## src/rtl/bus_arbiter_3to1_pkg.sv

```systemverilog
// bus_arbiter_3to1_pkg: shared select, state and one-hot grant encodings for the 3:1 bus arbiter.
package bus_arbiter_3to1_pkg;
  localparam logic [1:0] SEL_IN0 = 2'b00;
  localparam logic [1:0] SEL_IN1 = 2'b01;
  localparam logic [1:0] SEL_IN2 = 2'b10;
  typedef enum logic {ST_IDLE = 1'b0, ST_GRANT = 1'b1} state_t;
  localparam logic [2:0] GNT_NONE = 3'b000;
  localparam logic [2:0] GNT_0 = 3'b001;
  localparam logic [2:0] GNT_1 = 3'b010;
  localparam logic [2:0] GNT_2 = 3'b100;
  function automatic logic [1:0] next_idx(input logic [1:0] i);
    return (i == SEL_IN2) ? SEL_IN0 : i + 2'd1;
  endfunction
endpackage

```

## src/rtl/bus_arbiter_3to1_rr_pick3.sv

```systemverilog
// rr_pick3: combinational 3-way round-robin pick, scanning ptr, ptr+1, ptr+2 (mod 3).
module rr_pick3
  import bus_arbiter_3to1_pkg::*;
(
  input  logic [2:0] req,
  input  logic [1:0] ptr,
  output logic [2:0] pick,
  output logic [1:0] index
);
  logic [1:0] i0, i1, i2;
  always_comb begin
    i0 = (ptr == 2'd3) ? SEL_IN0 : ptr;
    i1 = next_idx(i0);
    i2 = next_idx(i1);
    index = req[i0] ? i0 : req[i1] ? i1 : req[i2] ? i2 : SEL_IN0;
    pick = (|req) ? (GNT_0 << index) : GNT_NONE;
  end
endmodule

```

## src/rtl/bus_arbiter_3to1.sv

```systemverilog
// bus_arbiter_3to1: round-robin arbiter driving a 32-bit 3:1 mux onto a valid/ready consumer.
// Define ARB_FIXED_PRIO_EN for strict priority 0>1>2 (pointer held at 0).
module bus_arbiter_3to1
  import bus_arbiter_3to1_pkg::*;
#(
  parameter int WIDTH = 32,
  parameter int MAX_HOLD = 4
) (
  input  logic             clk,
  input  logic             reset,
  input  logic [2:0]       req,
  input  logic [WIDTH-1:0] data0,
  input  logic [WIDTH-1:0] data1,
  input  logic [WIDTH-1:0] data2,
  input  logic             out_ready,
  output logic [1:0]       sel,
  output logic [2:0]       grant,
  output logic [WIDTH-1:0] out_data,
  output logic             out_valid,
  output logic [2:0]       ack
);
  localparam int CW = $clog2(MAX_HOLD + 1);
  localparam logic [CW-1:0] LAST = CW'(MAX_HOLD - 1);
  state_t state;
  logic [1:0] ptr, ptr_nxt, index;
  logic [2:0] pick;
  logic [CW-1:0] beat_cnt;
  logic beat, release_now;
  rr_pick3 u_pick (.req(req), .ptr(ptr), .pick(pick), .index(index));
`ifdef ARB_FIXED_PRIO_EN
  assign ptr_nxt = SEL_IN0;
`else
  assign ptr_nxt = next_idx(sel);
`endif
  assign out_valid = (state == ST_GRANT) && |(grant & req);
  assign beat = out_valid & out_ready;
  assign ack = grant & {3{beat}};
  assign out_data = (sel == SEL_IN1) ? data1 : (sel == SEL_IN2) ? data2 : data0;
  // A withdrawn req drops out_valid, which releases the grant on the next edge
  assign release_now = !out_valid || (beat && beat_cnt == LAST);
  always_ff @(posedge clk) begin
    if (reset) begin
      state <= ST_IDLE;
      ptr <= SEL_IN0;
      beat_cnt <= '0;
      grant <= GNT_NONE;
      sel <= SEL_IN0;
    end else if (state == ST_IDLE) begin
      if (|req) begin
        state <= ST_GRANT;
        grant <= pick;
        sel <= index;
      end
    end else if (release_now) begin
      state <= ST_IDLE;
      ptr <= ptr_nxt;
      beat_cnt <= '0;
      grant <= GNT_NONE;
    end else if (beat) begin
      beat_cnt <= beat_cnt + 1'b1;
    end
  end
endmodule

```

## config.mk

```make
export PLATFORM = sky130hd
export DESIGN_NAME = bus_arbiter_3to1
export DESIGN_NICKNAME = d
export VERILOG_FILES = /design/src/rtl/bus_arbiter_3to1_pkg.sv /design/src/rtl/bus_arbiter_3to1_rr_pick3.sv /design/src/rtl/bus_arbiter_3to1.sv
export SDC_FILE = /design/constraint.sdc
export NUM_CORES = 1
export LEC_CHECK = 0
export CAP_MARGIN = 10
export CORE_UTILIZATION = 45
export CTS_BUF_LIST = sky130_fd_sc_hd__clkbuf_2
export DETAILED_ROUTE_END_ITERATION = 12
export DONT_BUFFER_PORTS = 1
export GPL_ROUTABILITY_DRIVEN = 0
export GPL_TIMING_DRIVEN = 0
export HOLD_SLACK_MARGIN = 0.08
export PLACE_DENSITY = 0.69
export SLEW_MARGIN = 0
export SYNTH_ARGS = -nofsm -noshare
export SYNTH_HDL_FRONTEND = slang
export SYNTH_SLANG_ARGS = --single-unit
```

## constraint.sdc

```tcl
create_clock -name clk -period 1.8 [get_ports clk]
set_input_delay 0.36 -clock clk [delete_from_list [all_inputs] [get_ports clk]]
set_output_delay 0.36 -clock clk [all_outputs]
set_load 0.1 [all_outputs]
```

==> metrics.txt, run 1 <==
Ports=about 140; CTS Buf Count=3; Resize count post-CTS=94; synth top area cells=mux2i_1 20%, a211oi_1 15%, dfxtp_1 13%; share of the synthesized area in the top cell type=0.201; Setup Buffers After CTS=9; sequential share of the synthesized area=0.134; DIE WIDTH=~62 microns; Clock Tree Buf Depth=2; IO buf count=0; hold buffer count at CTS=0; Mapped Area=approximately 0.0016 sq mm; Mapped Nets=332; initial core utilization=0.482; Clock Sinks=11; Unique masters post-synth=31; Failed at=4_1_cts; status=aborted with a tool error; Rows=21; Syn Area/Cell=about 7.3 sq um; Area after DPL=roughly 0.0027 sq mm; synthesized instance count=225; number of synthesized register bits=11; H-tree Lvls=1; Post-DP HPWL=between 4000 and 5000 microns; Synth area leader=mux2i_1; die height=approximately 62 microns; clock root buffer=clkbuf_2; error msg=[ERROR DPL-0033] detailed placement checks failed during check placement.; YS warnings=0
metrics by stage:
stage	instances	setup TNS (ns)	setup WS, ns
3_5_place_dp	271	-12.53	-0.474
2_1_floorplan	225	-8.19	-0.410
3_3_place_gp	271	-11.32	-0.443
synth_stat cells (all sizes together):
library cell,count
o21ai,6
a21oi,38
a222oi,1
nor3,3
o211a,1
or2,1
clkbuf,11
a21boi,1
and2,1
o2111ai,2
nor2,9
nand2b,3
a21o,1
nand2,7
and2b,1
inv,4
a211oi,33
mux2i,33
nand4b,1
a22o,1
nand3,2
buf,8
ha,5
nor2b,33
o21a,2
o41ai,1
and3,3
dfxtp,11
nor3b,2
cell families after synthesis:
logic type	synth area share
AOI/OAI and AO/OA	0.339
and+or+nand+nor	0.230
muxes	0.201
buffers and inverters	0.0585
DFF	0.134
adders and majority gates	0.0380
==> inputs of run 2 (changes only) <==
- CORE_UTILIZATION: 45 -> 30
- CTS_BUF_LIST: sky130_fd_sc_hd__clkbuf_2 -> default
- HOLD_SLACK_MARGIN: 0.08 -> default
- PLACE_DENSITY: 0.69 -> default
- PLACE_DENSITY_LB_ADDON: default -> 0.15
==> metrics.txt, run 2 <==
status=finished with violations; failing checks=negative setup slack; initial core utilization=0.316; DR vias/cell=approximately 6.0; routed len/inst=between 20 and 25 microns; share of the synthesized area in the top cell type=0.201; Post-DP HPWL=4430 microns; number of synthesized register bits=11; crit-path max cell delay=0.62 ns; post-synthesis compound-gate area fraction=0.339; NumNets Final=around 360; Slew Viols, Final=0; Die ar.=between 0.005 and 0.006 sq mm; min Tclk post-route=around 2.5 ns; H-tree Lvls=1; Worst Path Buf+Inv=0; final hold slack=about 0.33 ns; peak supply drop=0.461 mV; CP top delay family=simple AND/OR/NAND/NOR gates; Crit. End Element=output port; number of global-route vias before repair=between 1500 and 2000; pin count of the biggest net entering global routing=11; Syn Area/Cell=approximately 7.3 sq um; pre-CTS setup slack=-0.472 ns; period utilization=1.38; Primary FF master, synth=dfxtp_1; Crit-path slowest cell=nor2b_4; diode count=0; Mapped Area=between 0.0015 and 0.002 sq mm; Final Non-Filler Cells=318; sequential share of the synthesized area=0.134; async set or reset register ratio after synthesis=0; first-pass GRT wire length=about 9900 microns; 1st-pass router iterations=4; critical path cell sequence=a222oi_1 > nor2b_4 > and3_4; worst path arrival time=approximately 2.1 ns; hold violation count in the final report=0; clock latency at the later pin of the worst-skew pair=0.24 ns; Mapped Nets=332; total power=2.55 mW; vias post-DR=between 1500 and 2000; CTS tree=yes; Synth area leader=mux2i_1; clock root buffer=clkbuf_8; clk slew on worst S/H paths=roughly 0.050 ns; Unique masters post-synth=31; Worst Hold Launch=out_ready; Ports=about 140; worst path required time=1.44 ns; Worst Setup Start Kind=flip-flop; Max FO, Critical Path=6; unrepaired setup endpoints after global routing=true; most frequent cells after synthesis=38 x a21oi_1, 33 x a211oi_1, 33 x mux2i_1, 33 x nor2b_1; synthesized instance count=between 200 and 250; # DRC=0; Leakage=around 1.0 nW; All-Layer GR Usage=0.212; YS warnings=0; Detail Route Antenna Nets=0; power per standard cell area=~750 mW/mm^2; simple-gate area share of the yosys netlist=0.230; worst hold path class=primary input to flip-flop; Critical Path Source=grant[0]; largest registers=beat_cnt x3, grant x3; synth top area cells=mux2i_1 20%, a211oi_1 15%, dfxtp_1 13%; layout cells sized above 1=0.714; Clock Tree Buf Depth=2; CORE AREA=about 0.0052 sq mm; relative slew slack=0.515; Rows=26; Slew @ Worst Pin=between 0.7 and 0.8 ns; CTS Buf Count=3; IO buf count=0; placed instance count=around 300; post-synthesis xor/xnor area fraction=0; final global-route overflow total=0; EDFF count, synth=0; final count of negative-setup-slack endpoints=39; commonest non-fill, non-tap cell in the layout=a21oi_4; commonest non-fill, non-tap cells in the layout=32 x a21oi_4, 28 x mux2i_4, 21 x a211oi_2; initial DRC count=29; post-synthesis mux area share=0.201; CP Class=flip-flop to output port; Total Wirelength=about 6500 microns; Peak Freq=between 0.4 and 0.5 GHz; Reg2Reg Launch Point=grant[0]; die height=around 76 microns; Worst Clk Skew=0.00355 ns; initial antenna violation count=0; Max-Cap Viols=0; most numerous cell in the Yosys netlist=a21oi_1; hold buffer count at CTS=0; Synth Area in Adders=0.0380; Clock Sinks=11; DIE WIDTH=approximately 76 microns; area delta synth->final=107%; post-route setup slack=-0.689 ns; largest family of logic cells by synthesized area=compound AO/OA/AOI/OAI gates
-- run 2: cell counts after synthesis --
No cell type changed its count.
-- run 2: repair_timing --
action / 4_1_cts / 5_1_grt
pin swaps: 27 / 24
gates cloned: 8 / 0
setup endpoints to repair: 43 / 44
buffers inserted: 11 / 5
gates resized for setup: 54 / 44
-- run 2: metrics by stage --
step | setup TNS [ns] | cell area (sq um) | util
after detailed placement | -12.99 | 2690 | 0.516
after global placement | -12.85 | 2690 | 0.516
final | -18.59 | 3400 | 0.654
after CTS | -20.18 | 3260 | 0.627
after global routing | -20.41 | 3400 | 0.654
after floorplan | -8.19 | 2600 | -
-- run 2: kinds of logic after synthesis --
| family | Yosys count |
|---|---|
| buffers and inverters | 23 |
| DFF | 11 |
| and+or+nand+nor | 66 |
| adders and majority gates | 5 |
| AOI/OAI and AO/OA | 87 |
| muxes | 33 |
-- run 2: per-layer routing --
metal	track usage	part of all wire	up-vias
met4	0.0423	0.010	0
met1	0.259	0.39	919
met5	0	0	-
met2	0.378	0.53	92
li1	-	-	884
met3	0.0479	0.076	8
-- run 2: layout make-up --
cell class              count  area [sq um]
well taps                  70          87.6
fillers                   395          1800
clock buffers               3          41.3
multi-input cells         191          2450
flip-flops and latches     11           241
repair buffers             20           287
clock inverters             1          5.00
inverters                   4          15.0
plain buffers              18           270
-- run 2: worst paths after layout --
kind | end | slack (ns) | cells past startpoint
max reg2reg | beat_cnt[1] | -0.11 | 4
min | state | 0.33 | 3
max | ack[0] | -0.69 | 3
min reg2reg | beat_cnt[2] | 0.45 | 2
-- run 2: power breakdown --
part	internal [mW]	switching [mW]
logic	0.584	1.37
clock network	0.152	0.0961
registers	0.260	0.0856
total	0.997	1.55
-- run 2: worst register-to-register path, stage by stage (launching register included) --
cell and delay [ns]:
dfxtp_4 0.54, a222oi_1 0.23, nor2b_4 0.62, nand3_1 0.24, o21ai_0 0.20
No activity file was read; power rests on OpenSTA's default activity.
